`src/rtl/midi_transmitter_if.sv`:
```
// midi_transmitter_if
//   CPU-side MMIO bundle for the MIDI OUT serializer.
//   wr_en      one-cycle store strobe for the MIDI-out address
//   wr_data    packed message word {6'x, count[1:0], status, data1, data2}
//   status_rd  one-cycle strobe when the CPU reads the status address
//   status     {29'b0, overflow, full, busy}
//   busy       transmitter has queued or in-flight work
//   master = CPU / bus side, slave = transmitter side.
interface midi_transmitter_if;
  logic        wr_en;
  logic [31:0] wr_data;
  logic        status_rd;
  logic [31:0] status;
  logic        busy;

  modport master (
    output wr_en, wr_data, status_rd,
    input  status, busy
  );

  modport slave (
    input  wr_en, wr_data, status_rd,
    output status, busy
  );
endinterface

```
`src/rtl/midi_transmitter.sv`:
```
// midi_transmitter
//   Queues packed MIDI message words in a small FIFO and shifts their bytes
//   out as 8N1 UART frames (idle high), status byte first.
//   Ports:
//     clock    system clock, all state changes on posedge
//     reset_n  asynchronous active-low reset; aborts any frame in flight
//     bus      MMIO bundle (store strobe/data, status read strobe, status, busy)
//     midi_out registered serial line
//   Parameters:
//     CLKS_PER_BIT  clock cycles per bit (>= 2)
//     DEPTH         FIFO depth in message words (power of 2, >= 2)
module midi_transmitter #(
  parameter int CLKS_PER_BIT = 1600,
  parameter int DEPTH        = 4
) (
  input  logic                 clock,
  input  logic                 reset_n,
  midi_transmitter_if.slave    bus,
  output logic                 midi_out
);

  localparam int AW = $clog2(DEPTH);
  localparam int PW = AW + 1;
  localparam int TW = $clog2(CLKS_PER_BIT);
  localparam logic [TW-1:0] TMAX = TW'(CLKS_PER_BIT - 1);

  typedef enum logic [1:0] {IDLE, START, DATA, STOP} state_t;

  state_t state, state_n;

  // FIFO storage and pointers; the extra pointer bit tells full from empty
  logic [25:0]   mem [DEPTH];
  logic [PW-1:0] wr_ptr, rd_ptr;
  logic          empty, full, push, pop, ovf_set;
  logic [25:0]   head;

  // transmitter datapath
  logic [15:0]   msg;
  logic [1:0]    byte_cnt, byte_idx;
  logic [7:0]    shift;
  logic [2:0]    bit_cnt;
  logic [TW-1:0] timer;
  logic          bit_end, load_next, line, overflow, busy;
  logic          unused_bits;

  assign unused_bits = ^bus.wr_data[31:26];

  assign empty = (wr_ptr == rd_ptr);
  assign full  = (wr_ptr[AW] != rd_ptr[AW]) && (wr_ptr[AW-1:0] == rd_ptr[AW-1:0]);
  assign head  = mem[rd_ptr[AW-1:0]];

  // fullness is taken before any same-cycle pop, so a write that meets a
  // full FIFO is always dropped
  assign push    = bus.wr_en && (bus.wr_data[25:24] != 2'd0) && !full;
  assign ovf_set = bus.wr_en && (bus.wr_data[25:24] != 2'd0) && full;

  assign bit_end = (timer == TMAX);
  assign busy    = (state != IDLE) || !empty;

  assign bus.busy   = busy;
  assign bus.status = {29'b0, overflow, full, busy};

  always_ff @(posedge clock) begin
    if (push) mem[wr_ptr[AW-1:0]] <= bus.wr_data[25:0];
  end

  always_ff @(posedge clock or negedge reset_n) begin
    if (!reset_n) begin
      wr_ptr   <= '0;
      rd_ptr   <= '0;
      overflow <= 1'b0;
    end else begin
      if (push) wr_ptr <= wr_ptr + PW'(1);
      if (pop)  rd_ptr <= rd_ptr + PW'(1);
      // a new overflow wins over a same-cycle status read
      if (ovf_set)            overflow <= 1'b1;
      else if (bus.status_rd) overflow <= 1'b0;
    end
  end

  always_ff @(posedge clock or negedge reset_n) begin
    if (!reset_n) state <= IDLE;
    else          state <= state_n;
  end

  // next state; STOP chains straight into the next byte or message so
  // there is never an idle cycle between frames
  always_comb begin
    state_n   = state;
    pop       = 1'b0;
    load_next = 1'b0;
    line      = 1'b1;
    case (state)
      IDLE: begin
        if (!empty) begin
          pop     = 1'b1;
          state_n = START;
        end
      end
      START: begin
        line = 1'b0;
        if (bit_end) state_n = DATA;
      end
      DATA: begin
        line = shift[0];
        if (bit_end && bit_cnt == 3'd7) state_n = STOP;
      end
      STOP: begin
        if (bit_end) begin
          if (byte_idx != byte_cnt - 2'd1) begin
            load_next = 1'b1;
            state_n   = START;
          end else if (!empty) begin
            pop     = 1'b1;
            state_n = START;
          end else begin
            state_n = IDLE;
          end
        end
      end
      default: state_n = IDLE;
    endcase
  end

  // the line register lags the state by one cycle, which shifts every bit
  // equally and keeps each bit exactly CLKS_PER_BIT cycles wide
  always_ff @(posedge clock or negedge reset_n) begin
    if (!reset_n) begin
      msg      <= '0;
      byte_cnt <= '0;
      byte_idx <= '0;
      shift    <= '0;
      bit_cnt  <= '0;
      timer    <= '0;
      midi_out <= 1'b1;
    end else begin
      midi_out <= line;
      if (pop) begin
        msg      <= head[15:0];
        byte_cnt <= head[25:24];
        byte_idx <= 2'd0;
        shift    <= head[23:16];
        bit_cnt  <= 3'd0;
        timer    <= '0;
      end else if (load_next) begin
        msg      <= {msg[7:0], 8'h00};
        byte_idx <= byte_idx + 2'd1;
        shift    <= msg[15:8];
        bit_cnt  <= 3'd0;
        timer    <= '0;
      end else if (state != IDLE) begin
        timer <= bit_end ? '0 : timer + TW'(1);
        if (state == DATA && bit_end) begin
          shift   <= shift >> 1;
          bit_cnt <= bit_cnt + 3'd1;
        end
      end
    end
  end

endmodule

```
`src/flat_wrapper.sv`:
```
// flat-port wrapper written by rule: the top's interface ports become plain ports
module midi_transmitter_flat 
#(
  parameter int CLKS_PER_BIT = 1600,
  parameter int DEPTH        = 4
)
  (clock, reset_n, midi_out, bus_wr_en, bus_wr_data, bus_status_rd, bus_status, bus_busy);
  midi_transmitter_if bus_i ();
  input  logic clock;
  input  logic reset_n;
  output logic midi_out;
  input wire logic [$bits(bus_i.wr_en)-1:0] bus_wr_en;
  input wire logic [$bits(bus_i.wr_data)-1:0] bus_wr_data;
  input wire logic [$bits(bus_i.status_rd)-1:0] bus_status_rd;
  output wire logic [$bits(bus_i.status)-1:0] bus_status;
  output wire logic [$bits(bus_i.busy)-1:0] bus_busy;
  assign bus_i.wr_en = bus_wr_en;
  assign bus_i.wr_data = bus_wr_data;
  assign bus_i.status_rd = bus_status_rd;
  assign bus_status = bus_i.status;
  assign bus_busy = bus_i.busy;
  midi_transmitter #(.CLKS_PER_BIT(CLKS_PER_BIT), .DEPTH(DEPTH)) u_core (.clock(clock), .reset_n(reset_n), .bus(bus_i), .midi_out(midi_out));
endmodule
```
`config.mk`:
```
export PLATFORM = sky130hd
export DESIGN_NAME = midi_transmitter_flat
export DESIGN_NICKNAME = d
export VERILOG_FILES = /design/src/rtl/midi_transmitter_if.sv /design/src/rtl/midi_transmitter.sv /design/src/flat_wrapper.sv
export SDC_FILE = /design/constraint.sdc
export NUM_CORES = 1
export LEC_CHECK = 0
export ABC_AREA = 1
export CAP_MARGIN = 5
export CORE_MARGIN = 3
export CORE_UTILIZATION = 30
export DETAILED_ROUTE_END_ITERATION = 8
export PLACE_DENSITY = 0.5
export SETUP_SLACK_MARGIN = 0.1
export SYNTH_ARGS = -nofsm -noshare
export SYNTH_HDL_FRONTEND = slang
export SYNTH_SLANG_ARGS = --single-unit
```
`constraint.sdc`:
```
create_clock -name clock -period 6.9 [get_ports clock]
set_clock_uncertainty 0.15 [all_clocks]
set_input_delay 1.725 -clock clock [delete_from_list [all_inputs] [get_ports clock]]
set_output_delay 1.725 -clock clock [all_outputs]
set_load 0.01 [all_outputs]
```
==> results.yml <==
run_status:
  outcome: "finished clean"
clocking:
  cts_buffers: 17
  ctsHoldBuffers: 0
  cts.repair.resized: 0
  cts_setup_buffers: 0
  clock_latency_ns: 0.42
  htreeDepth: 4
  cts_buffer_depth: 2
  root_buffer: "clkbuf_16"
  cts_tree: "yes"
  clk_pin_slew_ns: 0.07
  clock-sinks: 156
critical_path:
  critPathMaxFanout: 10
  reg2reg_slack_ns: 3.95
  end_kind: "primary output"
  crit_type: "flip-flop to primary output"
  start_kind: "flip-flop"
  crit_arrival_ns: 2.29
  required_ns: 5.03
  max_stage_delay_ns: 0.57
  crit_chain: "inv_1 > ha_1 > nand4_1 > clkdlybuf4s50_1"
  crit_slowest_cell: "clkdlybuf4s50_1"
synth:
  ys_types: 33
  synth_edf_count: 104
  yosysSeqAreaShare: 0.625
  yosys.area.top_type: "edfxtp_1"
  ys.warnings.count: 0
  synth_flop_cell: "edfxtp_1"
  synthesis.instances: 662
  synth_top_area_frac: 0.441
  asyncSetResetFlopFracSynth: 0.333
  synth_area_leaders: "edfxtp_1 (44%), dfrtp_1 (18%), nand3_1 (5.8%)"
  synth_area_mm2: 0.00708
  syn_area_per_cell_um2: 10.7
  synth-seq-cells: 156
global_route:
  antenna_found_initial: 0
  overflow: 0
  grt_pass1_vias: 4729
  grt_max_degree: 55
  grtUsageTotal: 0.121
  grt_pass1_wl_mm: 24.4
route:
  drtIter0Drc: 218
  wire_per_inst_um: 14.8
  vias: 4651
  ant_nets: 0
  vias_per_cell: 4.60
  wirelength_mm: 14.9
  dr.pass1.iters: 4
  drc_errors: 0
sta:
  timing.setup.tns_ns: 0
  rsz0062_at_grt: "no"
  max-slew-margin-rel: 0.369
  max_clock_freq_mhz: 240
  final-setup-viol-count: 0
  tightestPinTransition_ns: 0.945
  timing.final.crit_share: 0.603
  drv_slew: 0
  hold_viol: 0
  min_period_ns: 4.16
cells_and_area:
  layout-drive-gt1-share: 0.0861
  num_antenna_cells: 0
  layout.nets: 733
  multi_input_area_mm2: 0.00222
  seqCellArea_mm2: 0.00443
  final_cell_mix: "edfxtp_1 (104), nand2_1 (95), nand3_1 (82)"
  layout_commonest_cell: "edfxtp_1"
  fin_cells: 1010
  postLayoutCellArea_mm2: 0.00815
  post-route-util: 0.356
  area_growth_pct: 15.2
  num-fill-cells: 2247
floorplanning:
  start_util: 0.309
  die_x_um: 160
  die_h_um: 160
  rows: 55
  num_io_pins: 70
  fp.dieArea_mm2: 0.0255
  fp.coreArea_mm2: 0.0229
place:
  place.gp.congestion: 0.779
  hpwl_mm: 9.10
  dpl_cell_area_mm2: 0.00754
  port-buffer-count: 34
  place_inst: 978
job:
  cap_violations: 0
power:
  p_int_uw: 1690
  irDropWorstVdd_v: 0.000168
  power_density_mw_per_mm2: 279
  p_seq_frac: 0.503
  leakage_uw: 0.00309
  p_sw_uw: 582
  swShare: 0.256
  power.total_uw: 2270
  clockPowerShare: 0.411
  p_comb_frac: 0.086
min_path:
  min_path_type: "flip-flop to flip-flop"
[synthesized netlist by cell type, types with 4 or more instances]
cell,instances
edfxtp_1,104
nand2_1,95
nand3_1,82
nor2_1,69
o21ai_0,65
dfrtp_1,51
buf_4,32
inv_1,31
o22ai_1,27
clkbuf_1,18
nand4_1,14
ha_1,13
buf_6,8
buf_2,7
xor2_1,7
xnor2_1,6
nor3_1,5
nand2_2,4
[state kept, by name, indices dropped and copies added (netlist names)]
register and cells:
u_core.byte_cnt 2, u_core.state 2, u_core.mem 104, u_core.timer 11, u_core.msg 16, u_core.rd_ptr 3, u_core.shift 8, u_core.midi_out 1
u_core.overflow 1, u_core.byte_idx 2, u_core.wr_ptr 3, u_core.bit_cnt 3
[cell families (layout without fill, tap and decap cells)]
family / count (synthesis) / in the layout / synth area share
xor+xnor: 13 / 13 / 0.0161
simple gates: 279 / 279 / 0.177
other cells: 1 / 29 / 0.000530
compound gates: 100 / 100 / 0.0780
fa+ha+maj: 13 / 13 / 0.0230
flops: 156 / 156 / 0.625
buf+inv: 100 / 107 / 0.0798
[critical path: cells and delay by family, from the launching register on]
kind	cells	cell delay, ns
buffers and inverters	2	0.71
adders and majority gates	1	0.43
DFF	1	0.42
and+or+nand+nor	1	0.30
[per-layer routing]
metal  track usage  share of wire  vias up
met5             0              0        -
met4        0.0350         0.0095        0
met3        0.0302          0.038       10
met2         0.226           0.53       98
met1         0.135           0.43     2254
li1              -              -     2289
[metrics by stage]
step	hold WS (ns)	worst slack [ns]
final	0.335	2.74
after global routing	0.368	2.59
after detailed placement	0.331	2.71
after CTS	0.341	2.68
after floorplan	0.298	3.16
after global placement	0.330	2.73
[final timing paths]
check / start / endpoint / cells past startpoint
setup / recovery: u_core.state[0]$_DFFE_PN0P_ / bus_status[0] / 4
hold / removal: u_core.wr_ptr[2]$_DFFE_PN0P_ / u_core.wr_ptr[2]$_DFFE_PN0P_ / 1
setup reg to reg: u_core.state[0]$_DFFE_PN0P_ / u_core.bit_cnt[2]$_DFFE_PN0P_ / 9
hold reg to reg: u_core.wr_ptr[2]$_DFFE_PN0P_ / u_core.wr_ptr[2]$_DFFE_PN0P_ / 1
max in group asynchronous: reset_n / u_core.shift[2]$_DFFE_PN0P_ / 2
min in group asynchronous: reset_n / u_core.timer[3]$_DFFE_PN0P_ / 2
[area by class of cell]
| cell class | instances | share of cell area |
|---|---|---|
| Sequential cell | 156 | 0.543 |
| Timing Repair Buffer | 40 | 0.0467 |
| Tap cell | 313 | 0.0481 |
| Inverter | 35 | 0.0161 |
| Clock inverter | 15 | 0.0218 |
| Clock buffer | 17 | 0.0522 |
| Multi-Input combinational cell | 434 | 0.272 |
[power groups by stage]
stage / clock, µW / combinational, µW / sequential [µW]
2_1_floorplan: 0 / 125 / 1160
6_report: 935 / 195 / 1140
5_1_grt: 997 / 224 / 1150
4_1_cts: 955 / 205 / 1140
3_3_place_gp: 0 / 198 / 1160
3_5_place_dp: 0 / 205 / 1160
Note: power is estimated with default switching activity, not from simulation.
